File: src/rtl/mii_frame_gen.sv
// MII (4-bit) Ethernet transmit frame generator: preamble/SFD, patterned or
// streamed payload, zero padding, CRC-32 FCS and inter-frame gap, in bursts.
module mii_frame_gen #(
  parameter int LEN_W       = 11,
  parameter int MAX_LEN     = 1514,
  parameter int MIN_LEN     = 60,
  parameter int IFG_NIBBLES = 24
) (
  input  logic             mii_tx_clk,
  input  logic             rst,
  input  logic             start,
  input  logic             stop,
  input  logic [LEN_W-1:0] frame_len,
  input  logic [15:0]      frame_cnt,
  input  logic [1:0]       mode,
  input  logic [7:0]       seed,
  input  logic             crc_err_inj,
  input  logic [7:0]       s_data,
  input  logic             s_valid,
  output logic             s_ready,
  output logic             mii_tx_en,
  output logic             mii_tx_er,
  output logic [3:0]       mii_tx_da,
  output logic             busy,
  output logic             done,
  output logic [15:0]      frames_sent
);
  typedef enum logic [2:0] {IDLE, PRE, DATA, FCS, IFG} state_t;
  state_t state, state_nx;

  logic [15:0]      cnt;
  logic [LEN_W-1:0] len_l, pay_l, len_in, pay_in;
  logic [15:0]      fcnt_l, burst_cnt;
  logic [1:0]       mode_l;
  logic [7:0]       seed_l, pat, cur_byte, pat_nx, byte_nx;
  logic             inj_l, cur_er, er_nx, in_pay, more;
  logic [31:0]      crc, fcs;
  logic [LEN_W:0]   next_idx, data_end;
  logic             pre_last, data_last, fcs_last, ifg_last, byte_step;

  function automatic logic [7:0] pat_adv(input logic [1:0] m, input logic [7:0] p);
    case (m)
      2'd0:    pat_adv = p + 8'd1;
      2'd2:    pat_adv = {p[6:0], p[7] ^ p[5] ^ p[4] ^ p[3]};
      default: pat_adv = p;
    endcase
  endfunction

  // Reflected CRC-32 (0xEDB88320), one byte, LSB first.
  function automatic logic [31:0] crc_byte(input logic [31:0] c, input logic [7:0] d);
    logic [31:0] r;
    r = c ^ {24'd0, d};
    for (int i = 0; i < 8; i++) r = r[0] ? ((r >> 1) ^ 32'hEDB88320) : (r >> 1);
    return r;
  endfunction

  always_comb begin
    pay_in = (int'(frame_len) > MAX_LEN) ? LEN_W'(MAX_LEN) : frame_len;
    len_in = (int'(pay_in) < MIN_LEN) ? LEN_W'(MIN_LEN) : pay_in;
  end

  assign next_idx  = {1'b0, cnt[LEN_W:1]} + (LEN_W+1)'(1);
  assign data_end  = {len_l, 1'b0} - (LEN_W+1)'(1);
  assign pre_last  = (state == PRE)  && (cnt == 16'd15);
  assign data_last = (state == DATA) && (cnt[LEN_W:0] == data_end);
  assign fcs_last  = (state == FCS)  && (cnt == 16'd7);
  assign ifg_last  = (state == IFG)  && (cnt == 16'(IFG_NIBBLES - 1));
  assign byte_step = pre_last || ((state == DATA) && cnt[0]);
  assign more      = !stop && ((fcnt_l == 16'd0) || (burst_cnt != fcnt_l));
  assign fcs       = ~crc;

  always_ff @(posedge mii_tx_clk) begin
    if (rst) state <= IDLE;
    else     state <= state_nx;
  end

  always_comb begin
    state_nx = state;
    case (state)
      IDLE:    if (start) state_nx = PRE;
      PRE:     if (pre_last) state_nx = (len_l == '0) ? FCS : DATA;
      DATA:    if (data_last) state_nx = FCS;
      FCS:     if (fcs_last) state_nx = IFG;
      IFG:     if (ifg_last) state_nx = more ? PRE : IDLE;
      default: state_nx = IDLE;
    endcase
  end

  // Next byte: first byte is loaded on the SFD cycle, later ones on each high nibble.
  always_comb begin
    byte_nx = 8'h00;
    er_nx   = 1'b0;
    if (state == PRE) begin
      pat_nx = seed_l;
      in_pay = (pay_l != '0);
    end else begin
      pat_nx = pat_adv(mode_l, pat);
      in_pay = (next_idx < {1'b0, pay_l});
    end
    if (in_pay) begin
      if (mode_l == 2'd3) begin
        byte_nx = s_valid ? s_data : 8'h00;
        er_nx   = !s_valid;
      end else begin
        byte_nx = pat_nx;
      end
    end
  end

  always_comb begin
    mii_tx_en = 1'b0;
    mii_tx_er = 1'b0;
    mii_tx_da = 4'h0;
    case (state)
      PRE: begin
        mii_tx_en = 1'b1;
        mii_tx_da = (cnt == 16'd15) ? 4'hD : 4'h5;
      end
      DATA: begin
        mii_tx_en = 1'b1;
        mii_tx_er = cur_er;
        mii_tx_da = cnt[0] ? cur_byte[7:4] : cur_byte[3:0];
      end
      FCS: begin
        mii_tx_en = 1'b1;
        mii_tx_da = fcs[{cnt[2:0], 2'b00} +: 4] ^ {3'b000, inj_l && (cnt == 16'd0)};
      end
      default: ;
    endcase
  end

  assign s_ready = (mode_l == 2'd3) && byte_step && in_pay;
  assign busy    = (state != IDLE);

  always_ff @(posedge mii_tx_clk) begin
    if (rst) begin
      cnt         <= '0;
      len_l       <= '0;
      pay_l       <= '0;
      fcnt_l      <= '0;
      burst_cnt   <= '0;
      mode_l      <= '0;
      seed_l      <= '0;
      inj_l       <= 1'b0;
      pat         <= '0;
      cur_byte    <= '0;
      cur_er      <= 1'b0;
      crc         <= '1;
      done        <= 1'b0;
      frames_sent <= '0;
    end else begin
      done <= 1'b0;
      cnt  <= (state == IDLE || state_nx != state) ? 16'd0 : cnt + 16'd1;
      if (state == IDLE && start) begin
        len_l     <= len_in;
        pay_l     <= pay_in;
        fcnt_l    <= frame_cnt;
        mode_l    <= mode;
        seed_l    <= (mode == 2'd2 && seed == 8'h00) ? 8'h01 : seed;
        inj_l     <= crc_err_inj;
        burst_cnt <= '0;
      end
      if (byte_step) begin
        pat      <= pat_nx;
        cur_byte <= byte_nx;
        cur_er   <= er_nx;
      end
      if (state == PRE)                crc <= '1;
      else if (state == DATA && cnt[0]) crc <= crc_byte(crc, cur_byte);
      if (fcs_last) begin
        frames_sent <= frames_sent + 16'd1;
        burst_cnt   <= burst_cnt + 16'd1;
      end
      if (ifg_last && !more) done <= 1'b1;
    end
  end
endmodule
File: config.mk
export PLATFORM = sky130hd
export DESIGN_NAME = mii_frame_gen
export DESIGN_NICKNAME = d
export VERILOG_FILES = /design/src/rtl/mii_frame_gen.sv
export SDC_FILE = /design/constraint.sdc
export NUM_CORES = 1
export LEC_CHECK = 0
export BUFFER_PORTS_ARGS = -buffer_cell sky130_fd_sc_hd__buf_2
export CORE_MARGIN = 2
export CORE_UTILIZATION = 60
export DETAILED_ROUTE_END_ITERATION = 8
export GPL_ROUTABILITY_DRIVEN = 0
export MAX_ROUTING_LAYER = met4
export PLACE_DENSITY = 0.83
export SYNTH_ARGS = -nofsm -noshare
export SYNTH_HDL_FRONTEND = slang
export SYNTH_SLANG_ARGS = --single-unit
File: constraint.sdc
create_clock -name mii_tx_clk -period 3.7 [get_ports mii_tx_clk]
set_input_delay 0.555 -clock mii_tx_clk [delete_from_list [all_inputs] [get_ports mii_tx_clk]]
set_output_delay 0.555 -clock mii_tx_clk [all_outputs]
set_load 0.01 [all_outputs]
==> out/results.txt <==
outcome -> finished, final reports clean
vias in the first global route -> 6770
f_max -> 276 MHz
Tcrit/Tclk final -> 0.978
clock root cell -> clkbuf_16
H-tree Lvls -> 4
1st-iter DRT viols -> 593
synthesis warning total -> 0
Initial Util -> 0.613
total number of vias -> 7513
Most used DFF post-synth -> dfxtp_1
commonest non-fill, non-tap cell in the layout -> nand2_1
layout cell share with drive strength beyond 1 -> 0.171
Area Overhead vs Synth -> 13.2%
CTS Buffer Depth -> 2
asr flop ratio synth -> 0
WP data required -> 3.14 ns
Final Util -> 0.693
GR Util met1 -> 0.376
VDD IR max -> 0.366 mV
IO Pins -> 76
critical-path maximum fanout -> 5
row cnt -> 43
Hold Crit Class -> input pin to flip-flop
global-route wire length before repair -> 33.4 mm
Hold Vio Cnt, Final -> 0
syn_nets -> 1087
Synth Area in Compound Gates -> 0.163
Mapped Cells -> 1019
Worst setup SP type -> flip-flop
gr usage total -> 0.289
fill cell count -> 1071
Clock Latency Late Sink -> 0.43 ns
Mean Syn Cell Area -> 8.31 um^2
Final nets -> 1137
largest net degree at the start of global routing -> 64
met3 Usage GRT -> 0.0483
P_leak -> 3.79 nW
Die H -> 123 um
Netlist Area Pre-Place -> 0.00847 mm^2
crit path time final -> 3.62 ns
max-slew violation count -> 0
setup bufs post-CTS -> 0
via/cell ratio -> 5.96
Post-DRT Antenna Nets -> 0
# Max-Cap Violations -> 0
clock tree sinks -> 150
gr ovfl total -> 0
post-route setup TNS -> 0 ns
total CTS buffers -> 17
Hold WS -> 0.341 ns
Post-Synth Simple-Gate Area -> 0.227
Slew @ Worst Pin -> 0.770 ns
drt first pass iters -> 5
post-synthesis adder-cell area fraction -> 0.0251
CP endpoint kind -> primary output
layer with the highest usage -> met2
clock edge transition at the registers on the reported setup and hold paths -> 0.06 ns
Post-Route WL -> 20.8 mm
routed length per instance -> 16.5 um
Die X -> 123 um
GRT met2 Usage -> 0.443
sequential area share after synthesis -> 0.354
dpl hpwl -> 14.6 mm
antenna violations before repair -> 0
core area -> 0.0138 mm^2
commonest cells after routing, fill and taps aside -> 147 x nand2_1, 146 x dfxtp_1, 79 x nor2_1
critical path class -> flip-flop to primary output
# diodes -> 0
post-synthesis cell type count -> 69
die outline area -> 0.0151 mm^2
xor and xnor area share after synthesis -> 0.146
power per cell area -> 386 mW/mm^2
number of port buffers -> 75
largest family of logic cells by synthesized area -> simple AND/OR/NAND/NOR gates
Worst Clk Skew -> 0.00951 ns
synthesis-stage register bit count -> 150
Relative slew margins -> 0.487
setup violators final -> 0
Post-synth EDFFs -> 0
crit path DAT -> 3.06 ns
mux cell area share after synthesis -> 0.0415
CTS tree -> done
drt drc -> 0
[stage by stage]
stage / power [W] / instances / worst slack [ns] / cell area [um^2]
final: 0.00370 / 1261 / 0.0808 / 9590
after global routing: 0.00382 / 1261 / -0.0840 / 9590
after global placement: 0.00208 / 1230 / 0.439 / 8980
after detailed placement: 0.00209 / 1230 / 0.409 / 8980
after CTS: 0.00369 / 1261 / 0.0101 / 9530
after floorplan: 0.00197 / 1019 / 0.398 / 8470
[cells in the mapped netlist, drive strengths merged (7+ instances only)]
| master | n | area [um^2] |
|---|---|---|
| mux2i | 7 | 70.1 |
| mux4 | 8 | 180 |
| nand2 | 148 | 556 |
| xnor2 | 79 | 699 |
| mux2 | 9 | 101 |
| a211oi | 14 | 110 |
| dfxtp | 150 | 3000 |
| nand4 | 11 | 75.1 |
| a31oi | 13 | 81.3 |
| ha | 17 | 213 |
| inv | 23 | 86.3 |
| o211ai | 39 | 293 |
| xor2 | 61 | 534 |
| clkbuf | 53 | 200 |
| nor3 | 38 | 267 |
| or3 | 14 | 92.6 |
| and3 | 12 | 75.1 |
| nor4 | 16 | 106 |
| nor2 | 83 | 312 |
| o21ai | 20 | 100 |
| buf | 14 | 76.3 |
| a21oi | 73 | 369 |
| nand3 | 31 | 155 |
[report_power, final]
group | switching [W] | internal (W) | total, W
clock network | 0.000696 | 0.000942 | 0.00164
logic | 0.000216 | 0.000141 | 0.000358
registers | 0.0000511 | 0.00165 | 0.00171
total | 0.000964 | 0.00274 | 0.00370
[final cells by class]
class	count	area [um^2]	share of cell area
inverters	23	86.3	0.00901
flip-flops and latches	150	3010	0.314
multi-input cells	779	5150	0.538
clock buffers	21	450	0.0470
repair buffers	98	562	0.0586
well taps	180	225	0.0235
clock inverters	10	98.8	0.0103
[logic make-up after synthesis]
logic type               count (synthesis)
AO/OA/AOI/OAI                          209
XOR/XNOR                               140
adder cells (fa/ha/maj)                 17
buffers and inverters                   90
flip-flops                             150
multiplexers                            24
AND/OR/NAND/NOR                        389
[timing repair]
| action | in CTS | in global routing |
|---|---|---|
| cloned | 0 | 0 |
| gates resized for setup | 1 | 16 |
| pin swaps | 1 | 2 |
| endpoints found under the setup margin | 1 | 1 |
| hold endpoints to repair | 0 | 0 |
| hold buffers | 0 | 0 |
[worst paths after layout]
check	from	endpoint	slack [ns]	cells after the start
setup / recovery	cnt[5]	s_ready	0.08	13
hold / removal	s_data[6]	cur_byte[6]	0.34	2
setup reg to reg	cnt[5]	cur_byte[3]	0.58	14
hold reg to reg	cur_er	cur_er	0.45	2
[per-layer routing]
| layer | wire length, um | part of all wire |
|---|---|---|
| met1 | 9390 | 0.45 |
| met2 | 9760 | 0.47 |
| met3 | 1050 | 0.050 |
| met4 | 600 | 0.029 |
| met5 | 0 | 0 |
[flip-flops by register name (all words and copies together) (netlist names)]
name         count
state            3
cur_byte         8
cnt             16
len_l           11
inj_l            1
frames_sent     16
done             1
pay_l           11
pat              8
crc             32
seed_l           8
cur_er           1
mode_l           2
fcnt_l          16
burst_cnt       16
[worst max-delay path, cell delays in order (launching register included)]
cell	delay [ns]
dfxtp_4	0.38
and3_4	0.22
nand3_2	0.13
nor2_2	0.16
nand2_1	0.08
xnor2_1	0.15
ha_1	0.29
o21a_1	0.11
and4_1	0.21
a221o_1	0.36
nand2_1	0.09
a31oi_2	0.13
nor2_2	0.18
buf_2	0.15
Power figures use the tool's default switching activity.
